==> config.mk <==
export PLATFORM = sky130hd
export DESIGN_NAME = regram_sched_flat
export DESIGN_NICKNAME = d
export VERILOG_FILES = /design/src/rtl/regram_sched_if.sv /design/src/rtl/regram_sched.sv /design/src/flat_wrapper.sv
export SDC_FILE = /design/constraint.sdc
export NUM_CORES = 1
export LEC_CHECK = 0
export BUFFER_PORTS_ARGS = -buffer_cell sky130_fd_sc_hd__buf_2
export CAP_MARGIN = 40
export CORE_MARGIN = 2
export CORE_UTILIZATION = 40
export CTS_BUF_LIST = sky130_fd_sc_hd__clkbuf_2
export DETAILED_ROUTE_END_ITERATION = 16
export HOLD_SLACK_MARGIN = 0.02
export PLACE_DENSITY_LB_ADDON = 0.05
export SYNTH_ARGS = -nofsm -noshare
export SYNTH_HDL_FRONTEND = slang
export SYNTH_SLANG_ARGS = --single-unit
==> constraint.sdc <==
create_clock -name clk -period 3.5 [get_ports clk]
set_clock_uncertainty 0.2 [all_clocks]
set_input_delay 0.35 -clock clk [delete_from_list [all_inputs] [get_ports clk]]
set_output_delay 0.35 -clock clk [all_outputs]
set_load 0.03 [all_outputs]
==> src/rtl/regram_sched_if.sv <==
// rtl/regram_sched_if.sv - bundle of write-back, operand request/response, flush and RAM port signals
interface regram_sched_if #(
    parameter int DW = 32,
    parameter int AW = 5
);
    logic          wb_we;
    logic [AW-1:0] wb_waddr;
    logic [DW-1:0] wb_wdata;
    logic          req_valid;
    logic          req_ready;
    logic          re1;
    logic          re2;
    logic [AW-1:0] raddr1;
    logic [AW-1:0] raddr2;
    logic          rsp_valid;
    logic [DW-1:0] rdata1;
    logic [DW-1:0] rdata2;
    logic          flush_req;
    logic          flush_done;
    logic [AW-1:0] ram_addr_a;
    logic [AW-1:0] ram_addr_b;
    logic          ram_rden_a;
    logic          ram_rden_b;
    logic          ram_wren_b;
    logic [DW-1:0] ram_data_b;
    logic [DW-1:0] ram_q_a;
    logic [DW-1:0] ram_q_b;

    modport slave (
        input  wb_we, wb_waddr, wb_wdata, req_valid, re1, re2, raddr1, raddr2,
               flush_req, ram_q_a, ram_q_b,
        output req_ready, rsp_valid, rdata1, rdata2, flush_done,
               ram_addr_a, ram_addr_b, ram_rden_a, ram_rden_b, ram_wren_b, ram_data_b
    );

    modport master (
        output wb_we, wb_waddr, wb_wdata, req_valid, re1, re2, raddr1, raddr2,
               flush_req, ram_q_a, ram_q_b,
        input  req_ready, rsp_valid, rdata1, rdata2, flush_done,
               ram_addr_a, ram_addr_b, ram_rden_a, ram_rden_b, ram_wren_b, ram_data_b
    );
endinterface

==> src/rtl/regram_sched.sv <==
// rtl/regram_sched.sv - reg_ram port scheduler: 2-entry write queue, paired operand reads, forwarding, flush
module regram_sched #(
    parameter int DW = 32,
    parameter int AW = 5
) (
    input logic           clk,
    input logic           rst,
    regram_sched_if.slave bus
);
    typedef enum logic {S_IDLE, S_DRAIN} state_t;

    state_t        r_state;
    logic [1:0]    r_count;
    logic [AW-1:0] r_wq_addr [2];
    logic [DW-1:0] r_wq_data [2];
    logic          r_rsp_valid;
    logic          r_zero  [2];
    logic          r_hit   [2];
    logic [DW-1:0] r_fdata [2];

    logic          w_ready;
    logic          w_accept;
    logic          w_b_read;
    logic          w_deq;
    logic          w_enq;
    logic [AW-1:0] w_ra    [2];
    logic          w_re    [2];
    logic          w_hit   [2];
    logic          w_zero  [2];
    logic [DW-1:0] w_fdata [2];
    logic [DW-1:0] w_q     [2];
    logic [DW-1:0] w_rdata [2];

    assign w_ready  = !rst && !bus.flush_req && (r_count != 2'd2) && (r_state == S_IDLE);
    assign w_accept = bus.req_valid && w_ready;
    assign w_b_read = w_accept && bus.re2;
    // Port B drains the queue whenever the read-2 operand does not claim it.
    assign w_deq    = !rst && !w_b_read && (r_count != 2'd0);
    assign w_enq    = bus.wb_we && (bus.wb_waddr != '0);

    // Later overrides win: oldest entry, then newest entry, then the same-cycle write.
    always_comb begin
        w_ra[0] = bus.raddr1;
        w_ra[1] = bus.raddr2;
        w_re[0] = bus.re1;
        w_re[1] = bus.re2;
        for (int i = 0; i < 2; i++) begin
            w_hit[i]   = 1'b0;
            w_fdata[i] = '0;
            if (r_count != 2'd0 && r_wq_addr[0] == w_ra[i]) begin
                w_hit[i]   = 1'b1;
                w_fdata[i] = r_wq_data[0];
            end
            if (r_count == 2'd2 && r_wq_addr[1] == w_ra[i]) begin
                w_hit[i]   = 1'b1;
                w_fdata[i] = r_wq_data[1];
            end
            if (w_enq && bus.wb_waddr == w_ra[i]) begin
                w_hit[i]   = 1'b1;
                w_fdata[i] = bus.wb_wdata;
            end
            w_zero[i] = !w_re[i] || (w_ra[i] == '0);
        end
    end

    always_ff @(posedge clk) begin
        if (rst) begin
            r_state     <= S_IDLE;
            r_count     <= 2'd0;
            r_rsp_valid <= 1'b0;
            for (int i = 0; i < 2; i++) begin
                r_wq_addr[i] <= '0;
                r_wq_data[i] <= '0;
                r_zero[i]    <= 1'b1;
                r_hit[i]     <= 1'b0;
                r_fdata[i]   <= '0;
            end
        end else begin
            case ({w_enq, w_deq})
                2'b01: begin
                    r_wq_addr[0] <= r_wq_addr[1];
                    r_wq_data[0] <= r_wq_data[1];
                    r_count      <= r_count - 2'd1;
                end
                2'b10: begin
                    r_wq_addr[r_count[0]] <= bus.wb_waddr;
                    r_wq_data[r_count[0]] <= bus.wb_wdata;
                    r_count               <= r_count + 2'd1;
                end
                2'b11: begin
                    if (r_count == 2'd2) begin
                        r_wq_addr[0] <= r_wq_addr[1];
                        r_wq_data[0] <= r_wq_data[1];
                        r_wq_addr[1] <= bus.wb_waddr;
                        r_wq_data[1] <= bus.wb_wdata;
                    end else begin
                        r_wq_addr[0] <= bus.wb_waddr;
                        r_wq_data[0] <= bus.wb_wdata;
                    end
                end
                default: ;
            endcase

            case (r_state)
                S_IDLE:  if (r_count == 2'd2 || bus.flush_req) r_state <= S_DRAIN;
                S_DRAIN: if (r_count == 2'd0 && !bus.flush_req) r_state <= S_IDLE;
                default: r_state <= S_IDLE;
            endcase

            r_rsp_valid <= w_accept;
            if (w_accept) begin
                for (int i = 0; i < 2; i++) begin
                    r_zero[i]  <= w_zero[i];
                    r_hit[i]   <= w_hit[i];
                    r_fdata[i] <= w_fdata[i];
                end
            end
        end
    end

    always_comb begin
        w_q[0] = bus.ram_q_a;
        w_q[1] = bus.ram_q_b;
        for (int i = 0; i < 2; i++) begin
            w_rdata[i] = '0;
            if (r_rsp_valid && !r_zero[i])
                w_rdata[i] = r_hit[i] ? r_fdata[i] : w_q[i];
        end
    end

    assign bus.req_ready  = w_ready;
    assign bus.rsp_valid  = r_rsp_valid;
    assign bus.rdata1     = w_rdata[0];
    assign bus.rdata2     = w_rdata[1];
    assign bus.flush_done = !rst && (r_state == S_DRAIN) && (r_count == 2'd0) && bus.flush_req;
    assign bus.ram_addr_a = rst ? '0 : bus.raddr1;
    assign bus.ram_rden_a = w_accept && bus.re1;
    assign bus.ram_addr_b = rst ? '0 : (w_b_read ? bus.raddr2 : r_wq_addr[0]);
    assign bus.ram_rden_b = w_b_read;
    assign bus.ram_wren_b = w_deq;
    assign bus.ram_data_b = rst ? '0 : r_wq_data[0];
endmodule

==> src/flat_wrapper.sv <==
// flat-port wrapper written by rule: the top's interface ports become plain ports
module regram_sched_flat 
#(
    parameter int DW = 32,
    parameter int AW = 5
)
  (clk, rst, bus_wb_we, bus_wb_waddr, bus_wb_wdata, bus_req_valid, bus_re1, bus_re2, bus_raddr1, bus_raddr2, bus_flush_req, bus_ram_q_a, bus_ram_q_b, bus_req_ready, bus_rsp_valid, bus_rdata1, bus_rdata2, bus_flush_done, bus_ram_addr_a, bus_ram_addr_b, bus_ram_rden_a, bus_ram_rden_b, bus_ram_wren_b, bus_ram_data_b);
  regram_sched_if #(.DW(DW), .AW(AW)) bus_i ();
  input logic clk;
  input logic rst;
  input wire logic [$bits(bus_i.wb_we)-1:0] bus_wb_we;
  input wire logic [$bits(bus_i.wb_waddr)-1:0] bus_wb_waddr;
  input wire logic [$bits(bus_i.wb_wdata)-1:0] bus_wb_wdata;
  input wire logic [$bits(bus_i.req_valid)-1:0] bus_req_valid;
  input wire logic [$bits(bus_i.re1)-1:0] bus_re1;
  input wire logic [$bits(bus_i.re2)-1:0] bus_re2;
  input wire logic [$bits(bus_i.raddr1)-1:0] bus_raddr1;
  input wire logic [$bits(bus_i.raddr2)-1:0] bus_raddr2;
  input wire logic [$bits(bus_i.flush_req)-1:0] bus_flush_req;
  input wire logic [$bits(bus_i.ram_q_a)-1:0] bus_ram_q_a;
  input wire logic [$bits(bus_i.ram_q_b)-1:0] bus_ram_q_b;
  output wire logic [$bits(bus_i.req_ready)-1:0] bus_req_ready;
  output wire logic [$bits(bus_i.rsp_valid)-1:0] bus_rsp_valid;
  output wire logic [$bits(bus_i.rdata1)-1:0] bus_rdata1;
  output wire logic [$bits(bus_i.rdata2)-1:0] bus_rdata2;
  output wire logic [$bits(bus_i.flush_done)-1:0] bus_flush_done;
  output wire logic [$bits(bus_i.ram_addr_a)-1:0] bus_ram_addr_a;
  output wire logic [$bits(bus_i.ram_addr_b)-1:0] bus_ram_addr_b;
  output wire logic [$bits(bus_i.ram_rden_a)-1:0] bus_ram_rden_a;
  output wire logic [$bits(bus_i.ram_rden_b)-1:0] bus_ram_rden_b;
  output wire logic [$bits(bus_i.ram_wren_b)-1:0] bus_ram_wren_b;
  output wire logic [$bits(bus_i.ram_data_b)-1:0] bus_ram_data_b;
  assign bus_i.wb_we = bus_wb_we;
  assign bus_i.wb_waddr = bus_wb_waddr;
  assign bus_i.wb_wdata = bus_wb_wdata;
  assign bus_i.req_valid = bus_req_valid;
  assign bus_i.re1 = bus_re1;
  assign bus_i.re2 = bus_re2;
  assign bus_i.raddr1 = bus_raddr1;
  assign bus_i.raddr2 = bus_raddr2;
  assign bus_i.flush_req = bus_flush_req;
  assign bus_i.ram_q_a = bus_ram_q_a;
  assign bus_i.ram_q_b = bus_ram_q_b;
  assign bus_req_ready = bus_i.req_ready;
  assign bus_rsp_valid = bus_i.rsp_valid;
  assign bus_rdata1 = bus_i.rdata1;
  assign bus_rdata2 = bus_i.rdata2;
  assign bus_flush_done = bus_i.flush_done;
  assign bus_ram_addr_a = bus_i.ram_addr_a;
  assign bus_ram_addr_b = bus_i.ram_addr_b;
  assign bus_ram_rden_a = bus_i.ram_rden_a;
  assign bus_ram_rden_b = bus_i.ram_rden_b;
  assign bus_ram_wren_b = bus_i.ram_wren_b;
  assign bus_ram_data_b = bus_i.ram_data_b;
  regram_sched #(.DW(DW), .AW(AW)) u_core (.clk(clk), .rst(rst), .bus(bus_i));
endmodule
==> impl_results.md, run 1 <==
* Vias per cell at ~5.4
* Max_cap viols at 0
* All-Layer GR Usage at 0.239
* DP Wirelength at 17400 um
* Fin worst setup slack at around 0.31 ns
* Comb power frac at 0.294
* CP endpoint kind: flip-flop
* Type of origin of the critical path: flip-flop
* WL/cell at between 15 and 20 um
* Layout cell share with drive strength beyond 1 at 0.291
* Synth Flop Type: edfxtp_1
* YS warnings at 0
* Post-synth ARST share at 0
* Core Box Area at 0.0210 mm^2
* CTS tree: built
* Ranking of synthesized cells by area: edfxtp_1 50%, mux2i_1 7.5%, o221a_1 4.2%
* Mapped Cells at about 790
* Pre-CTS setup slack at slightly below 0.4 ns
* Ports at between 200 and 250
* Total Nets Final at 1177
* Congestion Overflow GR at 0
* Slowest library cell on the worst path: dfxtp_1
* Crit-path max FO at 32
* Syn Area/Cell at ~11 um^2
* Clock sinks at 146
* Register area share after synthesis at 0.508
* Final setup viols at 0
* H-tree depth at 4
* Period utilisation layout at 0.912
* Post-Layout Cell Count at 1343
* First-pass iteration count of the detailed router at 5
* Largest area contributor in the netlist: edfxtp_1
* Clk root buf: clkbuf_2
* Flops & latches, synth at approximately 150
* Cell Area, Synth at about 0.0086 mm^2
* Largest net degree at the start of global routing at 38
* P_int at between 3 and 4 mW
* Crit path required time at roughly 3.8 ns
* Vias post-DR at just over 7000
* CTS Buffer Depth at 2
* Syn_nets at 914
* Detailed Route WL at ~27000 um
* Power per cell area at between 400 and 500 mW/mm^2
* Switching share of power at 0.344
* WP data arrival at roughly 3.5 ns
* First-pass GRT wire length at about 40000 um
* Reg2reg start: u_core.r_count[1]$_SDFFE_PP0P_
* Chip Height at 150 um
* Slew @ Worst Pin at slightly above 0.8 ns
* Reg clk slew, reported paths at roughly 0.22 ns
* Distinct cell type count after synthesis at between 40 and 50
* Leak pwr at between 4 and 5 nW
* Peak VDD IR at roughly 0.00027 V
* Cells after DPL at ~1300
* Sequential power share at 0.480
* Pwr Total at about 5.2 mW
* Yosys top cell area share at 0.498
* Hold_sp: bus_wb_we
* Part of the power in the clock network at 0.226
* Crit-path cells: nor2b_1, nor4_4, nand2_1, inv_2, nand2_1, inv_2, or3_1, inv_1, ha_1, nor2_1, a21oi_1, a21oi_4, buf_16, and2_1
* Die Wd at 150 um
* Initial antenna violation count at 1
* Count of final hold-check violations at 0
* GP Congestion at 0.799
* Vias in the first global route at between 7000 and 8000
* Area delta synth->final at 27.8%
* Fill cells at a little under 2000
* Port Buffers at ~230
* Class of the worst hold path: in2reg
* FP Rows at 53
* Fin util at 0.520
* NetSw at roughly 1.8 mW
* Slew headroom at 0.452
* Antenna Nets Post-Route at 0
* RSZ-0062 raised after global routing: no
* Buf/Inv on CP at 4
* Fmax at approximately 0.31 GHz
* Fin. max-slew vios at 0
* Iteration-0 DRC count of the detailed router at 569
* Final min period at 3.19 ns
* Multi-input gate area in the final layout at around 0.0038 mm^2
* CP delay by family, top: simple AND/OR/NAND/NOR gates
* # DRC at 0
* Initial Utilization at 0.407
* Total CTS buffers at 17
* FF/Latch Area at about 0.0043 mm^2
* Post-synth EDFFs at about 140
* Die ar. at roughly 0.023 mm^2
* Worst skew pair latency at just over 0.7 ns
* Critical path origin: u_core.r_count[1]$_SDFFE_PP0P_
* Crit Path Category: reg2reg
* Post-CTS Setup Bufs at 0
* Outcome: finished, final reports clean
* Slowest Stage Delay on Critical Path at about 0.44 ns
timing repair:
action                                 CTS  global route
gates resized for setup                  0             0
endpoints found under the hold margin  145             0
hold buffers                            50             0
cell families (layout without fill, tap and decap cells):
logic type | count (synthesis) | after routing | share of synthesized area
flops | 146 | 146 | 0.508
xor+xnor | 30 | 30 | 0.0307
simple gates | 259 | 259 | 0.165
compound gates | 183 | 183 | 0.163
mux | 64 | 64 | 0.0749
buf+inv | 108 | 382 | 0.0538
fa+ha+maj | 3 | 3 | 0.00439
other cells | 0 | 1 | 0
metal layers:
| layer | wire length (um) | global-route usage |
|---|---|---|
| met4 | 223 | 0.0505 |
| met1 | 12200 | 0.339 |
| met5 | 0 | 0 |
| met2 | 12600 | 0.386 |
| met3 | 1650 | 0.0415 |
synthesized netlist by cell type (32+ instances only):
| cell | number |
|---|---|
| nor2_1 | 76 |
| a21oi_1 | 39 |
| o21ai_1 | 32 |
| clkbuf_1 | 39 |
| nor2b_1 | 41 |
| nor3b_1 | 32 |
| a22o_1 | 37 |
| mux2i_1 | 64 |
| inv_1 | 38 |
| nor3_1 | 35 |
| edfxtp_1 | 142 |
| o221a_1 | 32 |
| and2_1 | 38 |
| o2bb2ai_1 | 32 |
layout make-up:
class | instances | area share
Antenna cell | 1 | 0.000229
Clock buffer | 17 | 0.00778
Clock inverter | 13 | 0.0191
Inverter | 40 | 0.0137
Multi-Input combinational cell | 539 | 0.349
Sequential cell | 146 | 0.397
Tap cell | 275 | 0.0315
Timing Repair Buffer | 312 | 0.181
worst register-to-register path: cells and delay by family (launching register included):
family	cells	cell delay, ns
DFF	1	0.44
AOI/OAI and AO/OA	2	0.46
adders and majority gates	1	0.25
and+or+nand+nor	7	1.16
buffers and inverters	4	0.46
placed cells by master, fill, tap and decap left out, drive strengths merged, types with 4 or more instances in the layout:
| cell type | Yosys | routed |
|---|---|---|
| nor3 | 35 | 35 |
| dlygate4sd3 | 0 | 50 |
| o221a | 33 | 33 |
| bufinv | 0 | 5 |
| nor2b | 41 | 41 |
| a21oi | 39 | 39 |
| nand4 | 4 | 4 |
| nor2 | 77 | 77 |
| mux2i | 64 | 64 |
| o21ai | 35 | 35 |
| xnor2 | 17 | 17 |
| clkbuf | 39 | 17 |
| a22o | 37 | 37 |
| edfxtp | 142 | 142 |
| nand3 | 4 | 4 |
| buf | 29 | 262 |
| and2 | 38 | 38 |
| dfxtp | 4 | 4 |
| inv | 40 | 42 |
| xor2 | 13 | 13 |
| nor3b | 32 | 32 |
| nand2 | 15 | 15 |
| o2bb2ai | 32 | 32 |
final timing paths:
kind              cells after the start  slack, ns                                end
hold / removal                        5       0.09     u_core.r_count[0]$_SDFFE_PP0P_
setup reg to reg                     14       0.31  u_core.r_wq_data[1][15]$_DFFE_PP_
setup / recovery                     14       0.31  u_core.r_wq_data[1][15]$_DFFE_PP_
hold reg to reg                       1       0.38  u_core.r_wq_data[0][13]$_DFFE_PP_
sequential cells by signal, indices dropped and copies added (netlist names):
register / count
u_core.r_wq_addr: 10
u_core.r_hit: 2
u_core.r_wq_data: 64
u_core.r_zero: 2
u_core.r_count: 2
u_core.r_fdata: 64
u_core.r_state: 1
u_core.bus.rsp_valid: 1
power groups by stage:
stage	registers [mW]	clock network (mW)	logic [mW]
detailed placement	2.56	0	1.50
floorplan	2.47	0	0.999
CTS	2.52	1.21	1.55
global route	2.56	1.27	1.69
global placement	2.55	0	1.48
finish	2.52	1.18	1.54
per-stage QoR:
step	instance area [um^2]	setup TNS, ns	hold slack [ns]
global route	10900	0	0.0426
floorplan	8560	-0.0551	0.271
CTS	10900	0	0.0289
global placement	10000	0	0.342
detailed placement	10100	0	0.349
finish	10900	0	0.0915
Power figures use the tool's default switching activity.
==> run 2: changes to the inputs <==
ABC_AREA = 1   (was not set)
MAX_ROUTING_LAYER = met4   (was not set)
clock period = 2.9 ns   (was 3.5 ns; I/O delays follow)
==> run 2 against run 1 <==
Net effect: cell count is 40% higher; die area is 11% higher; sequential share of layout area is 3.7 points lower; clock-buffer cell count stayed put; first-iteration DRC count is 69% higher; register-to-register slack worse by 0.04 ns; sequential power is 6% higher; design area is 10% higher; core utilization is 0.52 points lower; non-clock buffer count is 25 higher; critical path type is now reg2out; critical endpoint is now bus_ram_addr_b[0]; largest cell class unchanged; largest power group unchanged; highest routed layer unchanged.
==> impl_results.md, run 2 <==
* Slowest library cell on the worst path: dfxtp_4 (was dfxtp_1)
* Iteration-0 DRC count of the detailed router at 959 (was 569)
* Biggest regs: u_core.r_fdata: 64 flops, u_core.r_wq_data: 64 flops, u_core.r_wq_addr: 10 flops (unchanged)
* Crit-path cells: inv_6, nand2_4, nand3_4, nor2_4, nand2_4, nor2_4, buf_2, buf_4, a21oi_1, buf_4 (was nor2b_1, nor4_4, nand2_1, inv_2, nand2_1, inv_2, or3_1, inv_1, ha_1, nor2_1, a21oi_1, a21oi_4, buf_16, and2_1)
* Final min period at about 2.8 ns
* Detailed Route WL at 34900 um (was 26600 um)
* Syn Area/Cell at 7.37 um^2 (was 10.8 um^2)
* Fin. max-slew vios at 0 (unchanged)
* Slew @ Worst Pin at 0.685 ns (was 0.822 ns)
* Clock sinks at 146 (unchanged)
* Port Buffers at 229 (unchanged)
* Crit path required time at 2.41 ns (was 3.77 ns)
* Post-route design area at 0.0121 mm^2 (was 0.0109 mm^2)
* Largest net degree at the start of global routing at 66 (was 38)
* Ports at 230 (unchanged)
* Die Wd at 158 um (was 150 um)
* Type of origin of the critical path: flip-flop (unchanged)
* YS warnings at 0 (unchanged)
* Class of the worst hold path: in2reg (unchanged)
* Pre-CTS setup slack at 0.295 ns (was 0.389 ns)
* Die ar. at 0.0251 mm^2 (was 0.0226 mm^2)
* Clk root buf: clkbuf_2 (unchanged)
* Dpl cell area at 0.0112 mm^2 (was 0.0101 mm^2)
* CTS Buffer Depth at 2 (unchanged)
* Slew headroom at 0.542 (was 0.452)
* Flops & latches, synth at 146 (unchanged)
* DP Wirelength at 22600 um (was 17400 um)
* Fin worst setup slack at 0.145 ns (was 0.308 ns)
* FP Rows at 56 (was 53)
* Distinct cell type count after synthesis at 29 (was 45)
* Top cells by count, synth: 290 x nand2_1, 187 x nor2_1, 156 x inv_1 (was 142 x edfxtp_1, 76 x nor2_1, 64 x mux2i_1)
* Period utilisation layout at 0.950
* Fill cells at 2437 (was 1966)
* Vias in the first global route at 9237 (was 7045)
* Congestion Overflow GR at 0 (unchanged)
* CP endpoint kind: primary output (was flip-flop)
* Area delta synth->final at 26.5% (was 27.8%)
* Commonest non-fill, non-tap cell in the layout: nand2_1 (was buf_2)
* Total CTS buffers at 17 (unchanged)
* Antenna Nets Post-Route at 0 (unchanged)
* Post-synth EDFFs at 142 (unchanged)
* Initial Utilization at 0.407 (about the same)
* R2R cell count at 13 (was 14)
* Met2 wire len at 16300 um (was 12600 um)
* Power per cell area at 452 mW/mm^2 (was 480 mW/mm^2)
* Syn_nets at 1413 (was 914)
* All-Layer GR Usage at 0.283 (was 0.239)
* Peak VDD IR at 0.000261 V (was 0.000268 V)
* Post-synth ARST share at 0 (unchanged)
* Final setup viols at 0 (unchanged)
* Fmax at 0.363 GHz
* H-tree depth at 4 (unchanged)
* Reg2reg start: u_core.r_count[0]$_SDFFE_PP0P_ (was u_core.r_count[1]$_SDFFE_PP0P_)
* Crit Path Category: reg2out (was reg2reg)
* Mapped Cells at 1292 (was 793)
* Core Box Area at 0.0234 mm^2 (was 0.0210 mm^2)
* Hold path depth at 4 (was 5)
* WP data arrival at 2.27 ns (was 3.46 ns)
* Count leader, synth: nand2_1 (was edfxtp_1)
* Cell Area, Synth at 0.00953 mm^2 (was 0.00856 mm^2)
* Vias per cell at 5.27 (was 5.36)
* Register area share after synthesis at 0.456 (was 0.508)
* Reg clk slew, reported paths at 0.26 ns (was 0.22 ns)
* Yosys top cell area share at 0.448 (was 0.498)
* WHS Endpoint: u_core.r_wq_data[1][27]$_DFFE_PP_ (was u_core.r_count[0]$_SDFFE_PP0P_)
* WL/cell at 18.5 um (was 19.8 um)
* Count of final hold-check violations at 0 (unchanged)
* Top layer in use: met4 (unchanged)
* Largest area contributor in the netlist: edfxtp_1 (unchanged)
* CTS tree: built (unchanged)
* Chip Height at 158 um (was 150 um)
* Worst skew pair latency at 0.75 ns (was 0.71 ns)
* Initial antenna violation count at 2 (was 1)
* First-pass iteration count of the detailed router at 5 (unchanged)
* Met1 Wirelength at 15000 um (was 12200 um)
* Slowest Stage Delay on Critical Path at 0.43 ns (was 0.44 ns)
* Most frequent cells in the layout: 286 x nand2_1, 227 x buf_2, 184 x nor2_1, 156 x inv_1, 142 x edfxtp_1 (was 229 x buf_2, 142 x edfxtp_1, 74 x nor2_1, 64 x mux2i_1, 50 x dlygate4sd3_1)
* Vias post-DR at 9941 (was 7198)
* Leak pwr at 5.77 nW (was 4.44 nW)
* Metal3 WL at 3090 um (was 1650 um)
* Reg2Reg Setup Slack at 0.27 ns (was 0.31 ns)
* First-pass GRT wire length at 51700 um (was 40900 um)
* # DRC at 0 (unchanged)
* RSZ-0062 raised after global routing: yes (was no)
* Ranking of synthesized cells by area: edfxtp_1 45%, nand2_1 11%, nor2_1 7.4% (was edfxtp_1 50%, mux2i_1 7.5%, o221a_1 4.2%)
* Crit-path max FO at 7 (was 32)
* Layout cell share with drive strength beyond 1 at 0.235 (was 0.291)
* Hold_sp: bus_wb_wdata[27] (was bus_wb_we)
* Total Nets Final at 1672 (was 1177)
* Max_cap viols at 0 (unchanged)
* Synth Flop Type: edfxtp_1 (unchanged)
* Reg2reg end: u_core.r_wq_data[0][21]$_DFFE_PP_ (was u_core.r_wq_data[1][15]$_DFFE_PP_)
* GP Congestion at 0.889 (was 0.799)
* Outcome: finished, final reports clean (unchanged)
[run 2: cell types whose count changed after synthesis, moves of 64 or more]
cell / change
nand2_1: +275
inv_1: +118
nor2_1: +111
nand4_1: +98
nand3_1: +67
a21oi_1: +66
mux2i_1: -64
[run 2: worst max path at each step]
stage / start / endpoint / depth (start not counted)
after global routing: u_core.r_count[0]$_SDFFE_PP0P_ / bus_ram_addr_b[0] / 10
after floorplan: u_core.r_count[0]$_SDFFE_PP0P_ / u_core.r_wq_addr[1][0]$_DFFE_PP_ / 12
final: u_core.r_count[0]$_SDFFE_PP0P_ / bus_ram_addr_b[0] / 10
after CTS: u_core.r_count[0]$_SDFFE_PP0P_ / bus_ram_addr_b[0] / 10
after global placement: u_core.r_count[0]$_SDFFE_PP0P_ / u_core.r_wq_data[1][6]$_DFFE_PP_ / 16
after detailed placement: u_core.r_count[0]$_SDFFE_PP0P_ / u_core.r_wq_data[1][3]$_DFFE_PP_ / 16
[run 2: worst max-delay path: cells and delay by family, from the launching register on]
family,cells,cell delay (ns)
flip-flops,1,0.43
AND/OR/NAND/NOR,5,0.48
AO/OA/AOI/OAI,1,0.08
buffers and inverters,4,0.54
[run 2: kinds of logic (layout without fill, tap and decap cells)]
| family | after synthesis | count (layout) | synth area share |
|---|---|---|---|
| flops | 146 | 146 | 0.456 |
| buf+inv | 272 | 544 | 0.117 |
| simple gates | 671 | 671 | 0.309 |
| fa+ha+maj | 3 | 3 | 0.00394 |
| other cells | 0 | 2 | 0 |
| xor+xnor | 9 | 9 | 0.00827 |
| compound gates | 191 | 191 | 0.105 |
[run 2: layout make-up]
type,instances,area (um^2),share of cell area
antenna,2,5.00,0.000415
inverter,175,662,0.0549
clock inverter,15,145,0.0120
sequential,146,4350,0.361
tap,319,399,0.0331
multi-input combinational,874,4220,0.350
timing repair buffer,337,2190,0.182
clock buffer,17,85.1,0.00706
[run 2: per-stage QoR]
step / power [mW] / hold WS (ns) / setup TNS [ns] / instances / util
2_1_floorplan: 3.58 / 0.263 / -28.01 / 1292 / -
3_3_place_gp: 4.16 / 0.295 / 0 / 1791 / 0.479
3_5_place_dp: 4.17 / 0.305 / 0 / 1791 / 0.479
4_1_cts: 5.42 / 0.0961 / 0 / 1879 / 0.513
5_1_grt: 5.67 / 0.101 / -0.0142 / 1885 / 0.515
6_report: 5.44 / 0.152 / 0 / 1885 / 0.515
[run 2: where the power goes]
part           switching [mW]  internal (mW)  leakage (nW)
sequential              0.114           2.55          1.51
clock                   0.884          0.336         0.134
combinational            1.09          0.476          4.12
[run 2: routing by layer]
metal / vias to the layer above / GRT usage
li1: 4818 / -
met1: 4580 / 0.370
met4: 0 / 0.0751
met3: 38 / 0.0569
met2: 505 / 0.452
met5: - / -
[run 2: repair_timing]
action / CTS / global route
endpoints found under the setup margin: 19 / 31
gates cloned: 0 / 1
hold buffers: 51 / 0
gates resized for setup: 4 / 10
setup buffers: 5 / 3
pin swaps: 2 / 3
endpoints found under the hold margin: 146 / 0
==> run 3: changes to the inputs <==
BUFFER_PORTS_ARGS = -buffer_cell sky130_fd_sc_hd__buf_4   (was -buffer_cell sky130_fd_sc_hd__buf_2)
==> run 3 against run 2 <==
Net effect: sequential share of layout area shrank 1.4 points; via count grew 0.45%; combinational power grew 6%; cell count shrank 0.53%; hold slack lost 0.058 ns; critical path type unchanged; critical path depth is the same.
==> impl_results.md, run 3 (synthesized netlist as in run 2, its figures left out) <==
* Outcome: finished, final reports clean (unchanged)
* Die ar. at 0.0251 mm^2 (unchanged)
* DP Wirelength at 22300 um (was 22600 um)
* Max_cap viols at 0 (unchanged)
* Hold_sp: bus_raddr1[0] (was bus_wb_wdata[27])
* Clk root buf: clkbuf_2 (unchanged)
* Iteration-0 DRC count of the detailed router at 1038 (was 959)
* Period utilisation layout at 0.933 (was 0.950)
* GP Congestion at 0.870 (was 0.889)
* Initial Utilization at 0.407 (unchanged)
* Count of final hold-check violations at 0 (unchanged)
* Largest net degree at the start of global routing at 54 (was 66)
* Vias post-DR at 9986 (was 9941)
* Hold_ws at 0.0944 ns (was 0.152 ns)
* Chip Height at 158 um (unchanged)
* Most frequent cells in the layout: 286 x nand2_1, 268 x buf_4, 184 x nor2_1, 156 x inv_1, 142 x edfxtp_1 (was 286 x nand2_1, 227 x buf_2, 184 x nor2_1, 156 x inv_1, 142 x edfxtp_1)
* Type of origin of the critical path: flip-flop (unchanged)
* Peak VDD IR at 0.000214 V (was 0.000261 V)
* Reg clk slew, reported paths at 0.24 ns (was 0.26 ns)
* Vias per cell at 5.33 (was 5.27)
* Clock sinks at 146 (unchanged)
* Layout cell share with drive strength beyond 1 at 0.230 (was 0.235)
* Fmax at 0.369 GHz (was 0.363 GHz)
* CTS Buffer Depth at 2 (unchanged)
* First-pass GRT wire length at 53400 um (was 51700 um)
* First-pass iteration count of the detailed router at 5 (unchanged)
* Leak pwr at 5.81 nW (was 5.77 nW)
* Crit Path Category: reg2out (unchanged)
* Port Buffers at 229 (unchanged)
* Final min period at 2.71 ns (was 2.76 ns)
* Critical path origin: u_core.r_count[0]$_SDFFE_PP0P_ (unchanged)
* Reg2reg end: u_core.r_wq_data[0][15]$_DFFE_PP_ (was u_core.r_wq_data[0][21]$_DFFE_PP_)
* R2R cell count at 13 (unchanged)
* Total Nets Final at 1663 (was 1672)
* Reg2reg start: u_core.r_count[0]$_SDFFE_PP0P_ (unchanged)
* Fill cells at 2400 (was 2437)
* Crit path required time at 2.41 ns (about the same)
* # DRC at 0 (unchanged)
* H-tree depth at 4 (unchanged)
* Slew @ Worst Pin at 0.619 ns (was 0.685 ns)
* WHS Endpoint: u_core.r_fdata[0][27]$_SDFFCE_PN0P_ (was u_core.r_wq_data[1][27]$_DFFE_PP_)
* Vias in the first global route at 9616 (was 9237)
* CTS tree: built (unchanged)
* Congestion Overflow GR at 0 (unchanged)
* Pwr Total at 5.37 mW (was 5.44 mW)
* Class of the worst hold path: in2reg (unchanged)
* Hold path depth at 7 (was 4)
* Core Box Area at 0.0234 mm^2 (unchanged)
* Biggest regs: u_core.r_fdata: 64 flops, u_core.r_wq_data: 64 flops, u_core.r_wq_addr: 10 flops (unchanged)
* Ports at 230 (unchanged)
* WP data arrival at 2.22 ns (was 2.27 ns)
* Initial antenna violation count at 1 (was 2)
* Worst skew pair latency at 0.74 ns (was 0.75 ns)
* Detailed Route WL at 34800 um (was 34900 um)
* RSZ-0062 raised after global routing: no (was yes)
* Slew headroom at 0.587 (was 0.542)
* Fin util at 0.535 (was 0.515)
* Pre-CTS setup slack at 0.345 ns (was 0.295 ns)
* Reg2Reg Setup Slack at 0.34 ns (was 0.27 ns)
* Fin worst setup slack at 0.193 ns (was 0.145 ns)
* Area delta synth->final at 31.4% (was 26.5%)
* CP endpoint kind: primary output (unchanged)
* FP Rows at 56 (unchanged)
* Final setup viols at 0 (unchanged)
* Power per cell area at 429 mW/mm^2 (was 452 mW/mm^2)
* Fin. max-slew vios at 0 (unchanged)
* Die Wd at 158 um (unchanged)
* WL/cell at 18.6 um (was 18.5 um)
* Crit-path max FO at 7 (unchanged)
* Commonest non-fill, non-tap cell in the layout: nand2_1 (unchanged)
* Total CTS buffers at 17 (unchanged)
* All-Layer GR Usage at 0.288 (was 0.283)
* Antenna Nets Post-Route at 0 (unchanged)
==> run 3: changes by cell type in the layout (fill, tap and decap cells not counted), moves of 2 or more <==
cell	delta
buf_2	-227
buf_4	+218
clkinv_4	+2
clkinvlp_4	+2
inv_6	-6
==> run 3: worst max-delay path by stage <==
stage / endpoint / slack, ns / depth (start not counted)
6_report: bus_ram_addr_b[0] / 0.19 / 10
5_1_grt: bus_ram_addr_b[0] / 0.008 / 10
4_1_cts: bus_ram_addr_b[0] / 0.02 / 10
3_5_place_dp: u_core.r_wq_data[1][6]$_DFFE_PP_ / 0.34 / 16
3_3_place_gp: u_core.r_wq_data[1][24]$_DFFE_PP_ / 0.43 / 16
2_1_floorplan: u_core.r_wq_addr[1][0]$_DFFE_PP_ / -0.41 / 12
==> run 3: critical path: stages (launching register included) <==
cell	delay, ns
dfxtp_2	0.41
inv_4	0.06
nand2_4	0.08
nand3_4	0.07
nor2_4	0.12
nand2_4	0.07
nor2_4	0.13
buf_6	0.13
o21ai_1	0.07
a21oi_1	0.16
buf_4	0.19
==> run 3: power breakdown <==
part	internal, mW	switching [mW]
logic	0.546	1.10
clock network	0.236	0.831
registers	2.55	0.109
==> run 3: layer usage <==
| metal | GRT usage | vias up | part of all wire |
|---|---|---|---|
| met5 | - | - | 0 |
| met2 | 0.465 | 520 | 0.46 |
| met4 | 0.0738 | 0 | 0.018 |
| li1 | - | 4799 | - |
| met1 | 0.378 | 4617 | 0.43 |
| met3 | 0.0512 | 50 | 0.090 |
==> run 3: metrics by stage <==
| stage | area [um^2] | cells | setup TNS (ns) |
|---|---|---|---|
| after global routing | 12500 | 1875 | 0 |
| after CTS | 12500 | 1871 | 0 |
| after global placement | 11700 | 1785 | 0 |
| final | 12500 | 1875 | 0 |
| after floorplan | 9590 | 1292 | -28.01 |
| after detailed placement | 11700 | 1785 | 0 |
==> run 3: repair_timing <==
action                                 CTS  global route
endpoints found under the hold margin  152             0
gates cloned                             1             0
pin swaps                                1             3
hold buffers                            50             0
resized for setup                        2             5
setup buffers                            3             3
setup endpoints to repair                5            26
==> run 3: layout make-up <==
cell class	count	area [um^2]	share of cell area
Timing Repair Buffer	328	2700	0.216
Tap cell	319	399	0.0319
Clock buffer	18	90.1	0.00720
Multi-Input combinational cell	874	4210	0.336
Sequential cell	146	4350	0.347
Inverter	175	659	0.0527
Clock inverter	14	108	0.00859
Antenna cell	1	2.50	0.000200
